<file path="src/rtl/ahb3lite_apb_bridge_if.sv">
// ---------------------------------------------------------------------------
// Bus bundles for the AHB3-Lite to APB bridge.
//
// ahb3lite_if : AHB3-Lite slave-port bundle.
//   master modport drives HSEL/HADDR/HWRITE/HSIZE/HTRANS/HPROT/HREADY/HWDATA
//   and receives HRDATA/HREADYOUT/HRESP.
//   slave modport is the mirror image and is used by the bridge.
// apb_if      : APB bundle.
//   master modport (used by the bridge) drives PSEL/PENABLE/PADDR/PWRITE/
//   PPROT/PSTRB/PWDATA and receives PRDATA/PREADY/PSLVERR.
//   slave modport is the mirror image for the downstream APB mux.
// ---------------------------------------------------------------------------
interface ahb3lite_if #(
  parameter int HADDR_SIZE = 32,
  parameter int HDATA_SIZE = 32
);
  logic                  HSEL;
  logic [HADDR_SIZE-1:0] HADDR;
  logic                  HWRITE;
  logic [2:0]            HSIZE;
  logic [1:0]            HTRANS;
  logic [3:0]            HPROT;
  logic                  HREADY;
  logic [HDATA_SIZE-1:0] HWDATA;
  logic [HDATA_SIZE-1:0] HRDATA;
  logic                  HREADYOUT;
  logic                  HRESP;

  modport master (
    output HSEL, HADDR, HWRITE, HSIZE, HTRANS, HPROT, HREADY, HWDATA,
    input  HRDATA, HREADYOUT, HRESP
  );

  modport slave (
    input  HSEL, HADDR, HWRITE, HSIZE, HTRANS, HPROT, HREADY, HWDATA,
    output HRDATA, HREADYOUT, HRESP
  );
endinterface

interface apb_if #(
  parameter int PADDR_SIZE = 10,
  parameter int PDATA_SIZE = 32
);
  logic                    PSEL;
  logic                    PENABLE;
  logic [PADDR_SIZE-1:0]   PADDR;
  logic                    PWRITE;
  logic [2:0]              PPROT;
  logic [PDATA_SIZE/8-1:0] PSTRB;
  logic [PDATA_SIZE-1:0]   PWDATA;
  logic [PDATA_SIZE-1:0]   PRDATA;
  logic                    PREADY;
  logic                    PSLVERR;

  modport master (
    output PSEL, PENABLE, PADDR, PWRITE, PPROT, PSTRB, PWDATA,
    input  PRDATA, PREADY, PSLVERR
  );

  modport slave (
    input  PSEL, PENABLE, PADDR, PWRITE, PPROT, PSTRB, PWDATA,
    output PRDATA, PREADY, PSLVERR
  );
endinterface

</file>
<file path="src/rtl/ahb3lite_apb_bridge.sv">
// ---------------------------------------------------------------------------
// AHB3-Lite slave to APB master bridge, single clock domain.
//
// Ports:
//   PRESETn : asynchronous active-low reset
//   PCLK    : clock shared by the AHB and APB sides
//   ahb     : ahb3lite_if.slave  (HSEL..HWDATA in, HRDATA/HREADYOUT/HRESP out)
//   apb     : apb_if.master      (PSEL..PWDATA out, PRDATA/PREADY/PSLVERR in)
//
// An accepted AHB address phase is captured into the APB address/control
// registers, then the bridge walks SETUP -> ACCESS (-> ERROR on PSLVERR).
// The AHB data phase is stretched with HREADYOUT=0 until PREADY returns.
// ---------------------------------------------------------------------------
module ahb3lite_apb_bridge #(
  parameter int HADDR_SIZE = 32,
  parameter int HDATA_SIZE = 32,
  parameter int PADDR_SIZE = 10,
  parameter int PDATA_SIZE = 32
) (
  input logic       PRESETn,
  input logic       PCLK,
  ahb3lite_if.slave ahb,
  apb_if.master     apb
);

  localparam int BYTES     = HDATA_SIZE / 8;
  localparam int LANE_BITS = $clog2(BYTES);

  if (PDATA_SIZE != HDATA_SIZE) begin : g_data_width_check
    $error("ahb3lite_apb_bridge: PDATA_SIZE must equal HDATA_SIZE");
  end

  if (PADDR_SIZE > HADDR_SIZE) begin : g_addr_width_check
    $error("ahb3lite_apb_bridge: PADDR_SIZE must not exceed HADDR_SIZE");
  end

  typedef enum logic [1:0] {IDLE, SETUP, ACCESS, ERROR} state_t;

  state_t                state, next_state;
  logic                  request, accept;
  logic                  hreadyout, hresp;
  logic                  psel, penable, pwrite;
  logic [PADDR_SIZE-1:0] paddr;
  logic [BYTES-1:0]      pstrb, strb_next;
  logic [2:0]            pprot;
  int                    lane;
  logic                  unused_inputs;

  // A NONSEQ/SEQ transfer aimed at this slave; it is only taken on a cycle
  // where the bridge itself is ready, which the FSM knows per state.
  assign request = ahb.HSEL & ahb.HREADY & ahb.HTRANS[1];
  assign accept  = request & hreadyout;

  // Address bits above the APB window, HTRANS[0] and HPROT[3:2] have no
  // APB counterpart.
  assign unused_inputs = ^{ahb.HADDR, ahb.HTRANS, ahb.HPROT};

  // Byte-lane strobes for a write: the lanes covered by an HSIZE-aligned
  // beat containing the addressed byte, or every lane when the beat is at
  // least as wide as the bus.
  always_comb begin
    lane = 0;
    for (int b = 0; b < LANE_BITS; b++) begin
      if (ahb.HADDR[b]) lane = lane | (1 << b);
    end
    strb_next = '0;
    if (ahb.HWRITE) begin
      if (int'(ahb.HSIZE) >= LANE_BITS) begin
        strb_next = '1;
      end else begin
        for (int i = 0; i < BYTES; i++) begin
          strb_next[i] = ((i >> ahb.HSIZE) == (lane >> ahb.HSIZE));
        end
      end
    end
  end

  always_ff @(posedge PCLK or negedge PRESETn) begin
    if (!PRESETn) state <= IDLE;
    else          state <= next_state;
  end

  // Next state plus the AHB response. Only ACCESS looks at PREADY/PSLVERR,
  // so that is the one place the response is combinational on the APB side.
  always_comb begin
    next_state = state;
    hreadyout  = 1'b1;
    hresp      = 1'b0;
    unique case (state)
      IDLE: begin
        if (request) next_state = SETUP;
      end
      SETUP: begin
        hreadyout  = 1'b0;
        next_state = ACCESS;
      end
      ACCESS: begin
        hreadyout = 1'b0;
        if (apb.PREADY) begin
          if (apb.PSLVERR) begin
            hresp      = 1'b1;
            next_state = ERROR;
          end else begin
            hreadyout  = 1'b1;
            next_state = request ? SETUP : IDLE;
          end
        end
      end
      ERROR: begin
        hresp      = 1'b1;
        next_state = request ? SETUP : IDLE;
      end
      default: next_state = IDLE;
    endcase
  end

  // PSEL/PENABLE come straight from flops, decoded from the state being
  // entered, so they never glitch.
  always_ff @(posedge PCLK or negedge PRESETn) begin
    if (!PRESETn) begin
      psel    <= 1'b0;
      penable <= 1'b0;
    end else begin
      psel    <= (next_state == SETUP) || (next_state == ACCESS);
      penable <= (next_state == ACCESS);
    end
  end

  // Address/control are only loaded on an accepted address phase, which
  // cannot happen while HREADYOUT is low, so they hold through ACCESS.
  always_ff @(posedge PCLK or negedge PRESETn) begin
    if (!PRESETn) begin
      paddr  <= '0;
      pwrite <= 1'b0;
      pstrb  <= '0;
      pprot  <= '0;
    end else if (accept) begin
      paddr  <= ahb.HADDR[PADDR_SIZE-1:0];
      pwrite <= ahb.HWRITE;
      pstrb  <= strb_next;
      pprot  <= {~ahb.HPROT[0], 1'b1, ahb.HPROT[1]};
    end
  end

  assign ahb.HREADYOUT = hreadyout;
  assign ahb.HRESP     = hresp;
  assign ahb.HRDATA    = apb.PRDATA;

  assign apb.PSEL    = psel;
  assign apb.PENABLE = penable;
  assign apb.PADDR   = paddr;
  assign apb.PWRITE  = pwrite;
  assign apb.PSTRB   = pstrb;
  assign apb.PPROT   = pprot;
  // The AHB master holds HWDATA for the whole stretched data phase.
  assign apb.PWDATA  = ahb.HWDATA;

endmodule

</file>
<file path="src/flat_wrapper.sv">
// flat-port wrapper written by rule: the top's interface ports become plain ports
module ahb3lite_apb_bridge_flat 
#(
  parameter int HADDR_SIZE = 32,
  parameter int HDATA_SIZE = 32,
  parameter int PADDR_SIZE = 10,
  parameter int PDATA_SIZE = 32
)
  (PRESETn, PCLK, ahb_HSEL, ahb_HADDR, ahb_HWRITE, ahb_HSIZE, ahb_HTRANS, ahb_HPROT, ahb_HREADY, ahb_HWDATA, ahb_HRDATA, ahb_HREADYOUT, ahb_HRESP, apb_PSEL, apb_PENABLE, apb_PADDR, apb_PWRITE, apb_PPROT, apb_PSTRB, apb_PWDATA, apb_PRDATA, apb_PREADY, apb_PSLVERR);
  ahb3lite_if #(.HADDR_SIZE(HADDR_SIZE), .HDATA_SIZE(HDATA_SIZE)) ahb_i ();
  apb_if #(.PADDR_SIZE(PADDR_SIZE), .PDATA_SIZE(PDATA_SIZE)) apb_i ();
  input logic PRESETn;
  input logic PCLK;
  input wire logic [$bits(ahb_i.HSEL)-1:0] ahb_HSEL;
  input wire logic [$bits(ahb_i.HADDR)-1:0] ahb_HADDR;
  input wire logic [$bits(ahb_i.HWRITE)-1:0] ahb_HWRITE;
  input wire logic [$bits(ahb_i.HSIZE)-1:0] ahb_HSIZE;
  input wire logic [$bits(ahb_i.HTRANS)-1:0] ahb_HTRANS;
  input wire logic [$bits(ahb_i.HPROT)-1:0] ahb_HPROT;
  input wire logic [$bits(ahb_i.HREADY)-1:0] ahb_HREADY;
  input wire logic [$bits(ahb_i.HWDATA)-1:0] ahb_HWDATA;
  output wire logic [$bits(ahb_i.HRDATA)-1:0] ahb_HRDATA;
  output wire logic [$bits(ahb_i.HREADYOUT)-1:0] ahb_HREADYOUT;
  output wire logic [$bits(ahb_i.HRESP)-1:0] ahb_HRESP;
  output wire logic [$bits(apb_i.PSEL)-1:0] apb_PSEL;
  output wire logic [$bits(apb_i.PENABLE)-1:0] apb_PENABLE;
  output wire logic [$bits(apb_i.PADDR)-1:0] apb_PADDR;
  output wire logic [$bits(apb_i.PWRITE)-1:0] apb_PWRITE;
  output wire logic [$bits(apb_i.PPROT)-1:0] apb_PPROT;
  output wire logic [$bits(apb_i.PSTRB)-1:0] apb_PSTRB;
  output wire logic [$bits(apb_i.PWDATA)-1:0] apb_PWDATA;
  input wire logic [$bits(apb_i.PRDATA)-1:0] apb_PRDATA;
  input wire logic [$bits(apb_i.PREADY)-1:0] apb_PREADY;
  input wire logic [$bits(apb_i.PSLVERR)-1:0] apb_PSLVERR;
  assign ahb_i.HSEL = ahb_HSEL;
  assign ahb_i.HADDR = ahb_HADDR;
  assign ahb_i.HWRITE = ahb_HWRITE;
  assign ahb_i.HSIZE = ahb_HSIZE;
  assign ahb_i.HTRANS = ahb_HTRANS;
  assign ahb_i.HPROT = ahb_HPROT;
  assign ahb_i.HREADY = ahb_HREADY;
  assign ahb_i.HWDATA = ahb_HWDATA;
  assign ahb_HRDATA = ahb_i.HRDATA;
  assign ahb_HREADYOUT = ahb_i.HREADYOUT;
  assign ahb_HRESP = ahb_i.HRESP;
  assign apb_PSEL = apb_i.PSEL;
  assign apb_PENABLE = apb_i.PENABLE;
  assign apb_PADDR = apb_i.PADDR;
  assign apb_PWRITE = apb_i.PWRITE;
  assign apb_PPROT = apb_i.PPROT;
  assign apb_PSTRB = apb_i.PSTRB;
  assign apb_PWDATA = apb_i.PWDATA;
  assign apb_i.PRDATA = apb_PRDATA;
  assign apb_i.PREADY = apb_PREADY;
  assign apb_i.PSLVERR = apb_PSLVERR;
  ahb3lite_apb_bridge #(.HADDR_SIZE(HADDR_SIZE), .HDATA_SIZE(HDATA_SIZE), .PADDR_SIZE(PADDR_SIZE), .PDATA_SIZE(PDATA_SIZE)) u_core (.PRESETn(PRESETn), .PCLK(PCLK), .ahb(ahb_i), .apb(apb_i));
endmodule
</file>
<file path="config.mk">
export PLATFORM = sky130hd
export DESIGN_NAME = ahb3lite_apb_bridge_flat
export DESIGN_NICKNAME = d
export VERILOG_FILES = /design/src/rtl/ahb3lite_apb_bridge_if.sv /design/src/rtl/ahb3lite_apb_bridge.sv /design/src/flat_wrapper.sv
export SDC_FILE = /design/constraint.sdc
export NUM_CORES = 1
export LEC_CHECK = 0
export BUFFER_PORTS_ARGS = -buffer_cell sky130_fd_sc_hd__buf_2
export CORE_MARGIN = 3
export CORE_UTILIZATION = 28
export CTS_BUF_LIST = sky130_fd_sc_hd__clkbuf_16
export DETAILED_ROUTE_END_ITERATION = 12
export PLACE_DENSITY = 0.83
export SYNTH_ARGS = -nofsm -noshare
export SYNTH_HDL_FRONTEND = slang
export SYNTH_SLANG_ARGS = --single-unit
</file>
<file path="constraint.sdc">
create_clock -name PCLK -period 1.45 [get_ports PCLK]
set_clock_uncertainty 0.15 [all_clocks]
set_input_delay 0.29 -clock PCLK [delete_from_list [all_inputs] [get_ports PCLK]]
set_output_delay 0.29 -clock PCLK [all_outputs]
set_load 0.05 [all_outputs]
</file>
Word level (Yosys, flattened, before mapping)

Cells that the tools add are included.

Flip-flop bits (word level): 22
Input bits: 112
Word-level logic and storage cells: 43

$lt $le $gt $ge: 1
Equal/unequal tests: 9
Shift-type cells: 5
Muxes and demuxes: 15
Bitwise operators: 4
Reduce and logical (&&, ||, !) cells: 2

Operator list:

| kind                                                              | number |
|---|---|
| equality test 32 bit                                              | 4 |
| right shift 1 x 3 -> 32 bit, first input constant                 | 2 |
| right shift 2 x 3 -> 32 bit, first input constant                 | 2 |
| right shift 32 x 3 -> 32 bit                                      | 1 |
| two-way mux 2 bit                                                 | 4 |
| two-way mux 4 bit                                                 | 2 |
| one-hot mux 2 bit (4 select lines)                                | 1 |
| equality test 2 bit, second input constant                        | 3 |
| two-way mux 1 bit                                                 | 6 |
| equality test 2 x 1 -> 1 bit, second input constant               | 2 |
| one-hot mux 1 bit (2 select lines)                                | 2 |
| bitwise AND 1 bit                                                 | 3 |
| greater-or-equal comparator 3 x 2 -> 1 bit, second input constant | 1 |
| logical NOT 2 bit                                                 | 1 |
| logical OR 1 bit                                                  | 1 |
| inverter 1 bit                                                    | 1 |

Longest topological paths before layout

Gate-level depths: netlist of the first run.

Depth in word-level cells: 8
Depth in mapped cells: 6

Least setup slack after synthesis of the first run

Ideal clock, no wire load.

Path type: flip-flop to output port
Start: register u_core.state[1]
End: output ahb_HRESP
Arrival: 1.158 ns
Slack: -0.148 ns
Cell stages (with the launch flop): 2
Path buffers: 0
Path through: dfrtp_1 nor2b_1

Longest elaborated chain between the ends: 2

RTL lines:

| item                                 | line                      | RTL |
|---|---|---|
| start: declaration                   | ahb3lite_apb_bridge.sv:39 | `state_t state, next_state;` |
| start signal: assignment             | ahb3lite_apb_bridge.sv:80 | `else state <= next_state;` |
| equality test 2 bit                  | ahb3lite_apb_bridge.sv:89 | `unique case (state)` |
| one-hot mux 1 bit (2 select lines) * | ahb3lite_apb_bridge.sv:89 |  |
| end: declaration                     | flat_wrapper.sv:24        | `output wire logic [$bits(ahb_i.HRESP)-1:0] ahb_HRESP;` |

Every way passes the cells marked *; elsewhere a longest branch is shown, timed or not.

Worst setup path in the final report of the first run

Start: register u_core.state[0]
End: output ahb_HREADYOUT

Longest elaborated chain between the ends: 2

RTL lines:

| item                                                                | line                      | RTL |
|---|---|---|
| equality test 2 bit or equality test 2 x 1 -> 1 bit (tied branches) | ahb3lite_apb_bridge.sv:89 |  |
| one-hot mux 1 bit (2 select lines) *                                | ahb3lite_apb_bridge.sv:89 |  |
| end: declaration                                                    | flat_wrapper.sv:23        | `output wire logic [$bits(ahb_i.HREADYOUT)-1:0] ahb_HREADYOUT;` |

Marks and branches as above.

==> summary.md, run 1 <==
| Metric | Value |
|---|---|
| Outcome | finished, violations left |
| Violated checks | negative setup slack |
| GRT Util Overall | 9.01% |
| Final min period | 1.62 ns |
| DRC Markers | 0 |
| Die area | 6100 um2 |
| Die W | 78.1 um |
| Worst setup SP type | register |
| Syn nets | ~250 |
| Fin Hold WS | 0.0671 ns |
| Synth Instances | 140 |
| Ranking of synthesized cells by area | dfrtp_1, buf_4, mux2_4 |
| GR Layer Usage met2 | 15.5% |
| Wire length of the first global-routing pass | 4370 um |
| Antenna violations before repair | 0 |
| Longest Clk Path Bufs | 2 |
| Library cells used by synthesis | 22 |
| Post-DR vias/cell | around 4.2 |
| Total Routed Length | between 2000 and 3000 um |
| Row cnt | 25 |
| Met3 Use GR | 4.24% |
| Routed wire per std cell | 13.3 um |
| # diodes | 0 |
| TNS Setup | -1.89 ns |
| CP endpoint kind | output port |
| Synth Warn # | 0 |
| Slew Limit Headroom | 65.9% |
| Area growth syn-to-layout | 7.90% |
| Via count | 857 |
| Grt met1 use | 9.24% |
| Ports | a little under 200 |
| Slew Viols, Final | 0 |
| WP data arrival | 1.18 ns |
| H-tree depth | 1 |
| Number of global-route vias before repair | 922 |
| GPL Wtd Cong | approximately 0.76 |
| CTS tree | yes |
| Filler Cell Count | 519 |
| Critical Path RT | 1.01 ns |
| Total design power | 3.63 mW |
| Final hold vios | 0 |
| Worst-margin pin slew | between 0.5 and 0.6 ns |
| Core box area | 4880 um2 |
| CTS Root Cell | clkbuf_16 |
| Pwr/cell area | between 2000 and 2500 nW/um2 |
| Port bufs | 44 |
| Num CTS Buffers | 3 |
| Hold Path Class | input pin to register |
| Peak VDD IR | 0.000833 V |
| Clk sinks | 22 |
| Worst skew pair latency | 0.25 ns |
| Largest net degree at the start of global routing | 23 |
| Area leader, netlist | dfrtp_1 |
| Final period util | 112% |
| Crit Path Max Fanout | 4 |
| Dpl ws | -0.207 ns |
| Setup Viol. Count Final | 16 |
| Chip Height | just under 80 um |
| Remaining antenna violation count after routing | 0 |
| Detail Placement HPWL | between 1500 and 2000 um |
| RSZ-0062 raised after global routing | true |
| Fmax | 0.617 GHz |
| Nets@finish | 250 |
| Post-route setup slack | -0.170 ns |
| 1st-iter DRT viols | 33 |
| Syn_area_per_cell | 10.4 um2 |
| Max-Cap Viols | 0 |
| Layout cells sized above 1 | 64.4% |
| Layer with the highest usage | met2 |
| Drt pass-1 iters | 4 |
| P_leak | 0.754 nW |
| Initial Util | 29.8% |
| Synthesized area | about 1500 um2 |
| Number of synthesized register bits | 22 |
| Clock slew at reported path FFs | 0.06 ns |
| Share of the synthesized area in the top cell type | between 30% and 40% |
| Congestion Overflow GR | 0 |
| Crit Path Category | register to output port |
| Sequential fraction of the synthesis area | 37.8% |
state kept, by name (all words and copies together), names as in the netlist:
name	count
u_core.apb.PADDR	10
u_core.apb.PENABLE	1
u_core.apb.PSEL	1
u_core.state	2
u_core.apb.PWRITE	1
u_core.apb.PPROT	3
u_core.apb.PSTRB	4
through the flow:
| step | instances | instance area (um2) | util (%) |
|---|---|---|---|
| detailed placement | 189 | 1290 | 26.5 |
| global placement | 189 | 1290 | 26.5 |
| finish | 202 | 1570 | 32.2 |
| global route | 202 | 1570 | 32.2 |
| floorplan | 140 | 1460 | - |
| CTS | 201 | 1510 | 31.0 |
cell usage after synthesis:
cell / number
o22ai_1: 1
nand2b_1: 1
and3_1: 1
dfrtp_1: 22
o211a_4: 1
mux2_4: 10
buf_4: 65
ha_1: 1
mux2_2: 2
mux2i_1: 1
nor2b_1: 3
o22a_1: 1
inv_1: 8
o21ai_0: 6
o21ai_1: 4
nand2b_4: 1
buf_6: 1
nor2_1: 3
a31oi_1: 1
or2_1: 1
a21oi_1: 1
nand3_1: 5
timing repair:
item,4_1_cts,5_1_grt
setup endpoints to repair,20,21
buffers inserted,8,1
hold buffers,1,0
endpoints found under the hold margin,22,0
pin swaps,1,0
gates resized for setup,14,11
where the power goes:
part	switching, mW	internal (mW)	leakage (nW)
clock network	0.211	0.364	0.0370
logic	1.35	0.672	0.453
registers	0.147	0.886	0.263
total	1.71	1.92	0.754
kinds of logic after synthesis:
group                    after synthesis  share of synthesized area [%]
adder cells (fa/ha/maj)                1                          0.859
flip-flops                            22                           37.8
AO/OA/AOI/OAI                         15                           6.44
multiplexers                          13                           12.5
buffers and inverters                 74                           36.3
AND/OR/NAND/NOR                       15                           6.01
worst max-delay path, stage by stage (launching register included):
cell and delay, ns:
dfrtp_1 0.42, buf_4 0.16, nand2b_4 0.07, o21ai_4 0.06, inv_2 0.07, buf_6 0.15
per-layer routing:
metal  routed length, um  vias to the layer above
met5                   0                        -
met4                  62                        0
met3                 285                       14
met2                1330                       40
met1                1020                      424
li1                    -                      379
cell type report:
cell class | count | area, um2 | area share, %
sequential | 22 | 552 | 35.1
multi-input combinational | 44 | 450 | 28.7
tap | 67 | 83.8 | 5.33
clock buffer | 3 | 75.1 | 4.78
timing repair buffer | 58 | 380 | 24.2
inverter | 8 | 30.0 | 1.91
cell usage in the layout, fill, tap and decap left out, types with 2 or more instances in the layout:
| cell type | count |
|---|---|
| buf_6 | 6 |
| o21ai_2 | 2 |
| buf_4 | 7 |
| buf_2 | 42 |
| nor2b_1 | 2 |
| nand3_2 | 3 |
| clkbuf_16 | 3 |
| o21ai_0 | 4 |
| dfrtp_1 | 21 |
| buf_12 | 2 |
| mux2_4 | 12 |
| nand2b_4 | 2 |
| nor2_1 | 3 |
| o21ai_1 | 3 |
| inv_1 | 7 |
worst paths after layout:
check | start | endpoint | slack (ns) | cells past startpoint
hold reg to reg | u_core.apb.PPROT[1] | u_core.apb.PPROT[1] | 0.32 | 1
max in group asynchronous | PRESETn | u_core.state[1] | 0.39 | 2
min in group asynchronous | PRESETn | u_core.apb.PSTRB[2] | 0.39 | 2
hold / removal | ahb_HPROT[0] | u_core.apb.PPROT[2] | 0.07 | 2
setup reg to reg | u_core.state[0] | u_core.apb.PWRITE | -0.14 | 5
setup / recovery | u_core.state[0] | ahb_HREADYOUT | -0.17 | 5
Note: power is estimated with default switching activity, not from simulation.
==> inputs of run 2 (changes only) <==
--- a/config.mk
+++ b/config.mk
@@ -7,10 +7,10 @@
 export LEC_CHECK = 0
 export BUFFER_PORTS_ARGS = -buffer_cell sky130_fd_sc_hd__buf_2
 export CORE_MARGIN = 3
-export CORE_UTILIZATION = 28
-export CTS_BUF_LIST = sky130_fd_sc_hd__clkbuf_16
+export CORE_UTILIZATION = 29
+export CTS_BUF_LIST = sky130_fd_sc_hd__clkbuf_4
 export DETAILED_ROUTE_END_ITERATION = 12
-export PLACE_DENSITY = 0.83
+export PLACE_DENSITY = 0.85
 export SYNTH_ARGS = -nofsm -noshare
 export SYNTH_HDL_FRONTEND = slang
 export SYNTH_SLANG_ARGS = --single-unit
==> run 2 against run 1 <==
Compared with the run above: the flow still finishes with violations (negative setup slack); clock-buffer cell count unchanged; critical path depth decreased by 1; non-clock buffer count decreased by 1; flip-flop and latch count unchanged; worst hold slack got worse by 0.021 ns; cell count unchanged; die area decreased by 3.2%; first-iteration DRC count decreased by 24%; largest cell class unchanged.
==> summary.md, run 2 (same netlist as run 1, synthesis figures left out) <==
| Metric | Value |
|---|---|
| Initial Util | 30.4% (+0.59 points) |
| Multi-input gate area | 439 um2 (-2.5%) |
| # diodes | 0 (unchanged) |
| Final min period | 1.68 ns (+0.0592 ns) |
| Max reg flops | 10 (unchanged) |
| CTS tree | yes |
| CTS Root Cell | clkbuf_4 |
| Commonest non-fill, non-tap cell in the layout | buf_2 |
| Worst skew pair latency | 0.31 ns (+0.06 ns) |
| Slew Viols, Final | 0 (unchanged) |
| RSZ-0062 raised after global routing | true |
| Fin Hold WS | 0.0465 ns (-0.0206 ns) |
| Crit Path Max Fanout | 3 (-1) |
| CP endpoint kind | output port |
| Detail Placement HPWL | 1890 um (+2.7%) |
| Post-Layout Cell Count | 202 (unchanged) |
| Worst setup SP type | register |
| Critical-path cell list | nand2b_4, o21ai_4, inv_2, buf_6 |
| GRT Util Overall | 8.50% (-0.50 points) |
| Hold Path Class | input pin to register |
| Filler Cell Count | 506 (-2.5%) |
| P_leak | 0.732 nW (-2.8%) |
| Clock slew at reported path FFs | 0.13 ns (+0.07 ns) |
| Crit Path Category | register to output port |
| Critical Path RT | 1.01 ns (about the same) |
| Layout cells sized above 1 | 64.4% (unchanged) |
| Peak VDD IR | 0.000643 V (-23%) |
| Commonest cells after routing, fill and taps aside | buf_2, dfrtp_1, clkbuf_4, mux2_4, inv_1 |
| Nets@finish | 249 (-0.40%) |
| Reg area | 553 um2 (+0.23%) |
| Die W | 76.9 um (-1.6%) |
| Slew Limit Headroom | 65.9% (about the same) |
| DRC Markers | 0 (unchanged) |
| Drt pass-1 iters | 2 (-2) |
| Total design power | 3.55 mW (-2.1%) |
| Final period util | 116% (+4.1 points) |
| Antenna violations before repair | 0 (unchanged) |
| Pwr/cell area | 2300 nW/um2 (-0.56%) |
| 1st-iter DRT viols | 25 (-24%) |
| Fmax | 0.596 GHz (-3.5%) |
| GPL Wtd Cong | 0.658 (-13%) |
| Final hold vios | 0 (unchanged) |
| Remaining antenna violation count after routing | 0 (unchanged) |
| Core box area | 4790 um2 (-1.9%) |
| Num CTS Buffers | 3 (unchanged) |
| Dpl cells | 192 (+1.6%) |
| Wire length of the first global-routing pass | 4080 um (-6.6%) |
| Post-DR vias/cell | 4.16 (-1.9%) |
| Via count | 841 (-1.9%) |
| Total Routed Length | 2700 um (+0.41%) |
| Port bufs | 44 (unchanged) |
| Final Core Density | 32.3% (+0.13 points) |
| Area growth syn-to-layout | 6.27% |
| CP max stage cell | dfrtp_2 |
| Largest net degree at the start of global routing | 23 (unchanged) |
| Routed wire per std cell | 13.4 um (+0.41%) |
| Max-Cap Viols | 0 (unchanged) |
| Setup Viol. Count Final | 21 (+5) |
| Post-route setup slack | -0.229 ns (-0.0592 ns) |
| Row cnt | 25 (unchanged) |
| Crit-path max cell delay | 0.44 ns (+0.02 ns) |
| Die area | 5910 um2 (-3.2%) |
| WP data arrival | 1.24 ns (+0.06 ns) |
| Worst-margin pin slew | 0.511 ns (-0.000706 ns) |
| Clk sinks | 22 (unchanged) |
| H-tree depth | 1 (unchanged) |
| Number of global-route vias before repair | 894 (-3.0%) |
| Violated checks | negative setup slack |
| Chip Height | 76.9 um (-1.6%) |
| Congestion Overflow GR | 0 (unchanged) |
| Dpl ws | -0.181 ns (+0.0261 ns) |
| Outcome | finished, violations left |
| Ports | 198 (unchanged) |
| Longest Clk Path Bufs | 2 (unchanged) |
run 2: area by class of cell:
type	instances	area share [%]
Inverter	8	1.94
Clock buffer	3	1.46
Sequential cell	22	35.7
Multi-Input combinational cell	44	28.4
Tap cell	67	5.42
Clock inverter	1	1.94
Timing Repair Buffer	57	25.1
run 2: path summary, 6_finish.rpt:
| path | from | endpoint | slack, ns | depth (start not counted) |
|---|---|---|---|---|
| setup reg to reg | u_core.state[0] | u_core.apb.PPROT[1] | -0.10 | 5 |
| hold / removal | ahb_HADDR[4] | u_core.apb.PADDR[4] | 0.05 | 2 |
| max in group asynchronous | PRESETn | u_core.state[0] | 0.47 | 2 |
| min in group asynchronous | PRESETn | u_core.apb.PADDR[1] | 0.32 | 2 |
| hold reg to reg | u_core.apb.PPROT[1] | u_core.apb.PPROT[1] | 0.35 | 1 |
| setup / recovery | u_core.state[0] | ahb_HREADYOUT | -0.23 | 4 |
run 2: stage by stage:
step / cell area (um2) / setup TNS (ns)
floorplan: 1460 / -0.441
global placement: 1320 / -2.20
detailed placement: 1320 / -2.72
CTS: 1410 / -2.87
global route: 1550 / -2.90
finish: 1550 / -1.91
run 2: routing by layer:
metal | part of all wire [%] | global-route usage (%) | vias up
met3 | 9.0 | 3.87 | 18
met5 | 0 | 0 | -
li1 | - | - | 376
met1 | 37 | 8.61 | 415
met4 | 2.5 | 3.08 | 0
met2 | 51 | 15.2 | 32
run 2: critical path, delay by kind of cell, from the launching register on:
kind	cells	cell delay (ns)
compound gates	1	0.14
flops	1	0.44
simple gates	1	0.16
buf+inv	2	0.19
run 2: power by group:
group / internal (mW) / switching, mW
Sequential: 0.882 / 0.144
Combinational: 0.703 / 1.35
Clock: 0.279 / 0.193
run 2: timing repair:
item / 4_1_cts / 5_1_grt
setup endpoints to repair: 21 / 30
hold buffers: 2 / 0
pin swaps: 2 / 4
hold endpoints to repair: 23 / 0
gates cloned: 0 / 0
resized for setup: 8 / 29
buffers inserted: 0 / 4
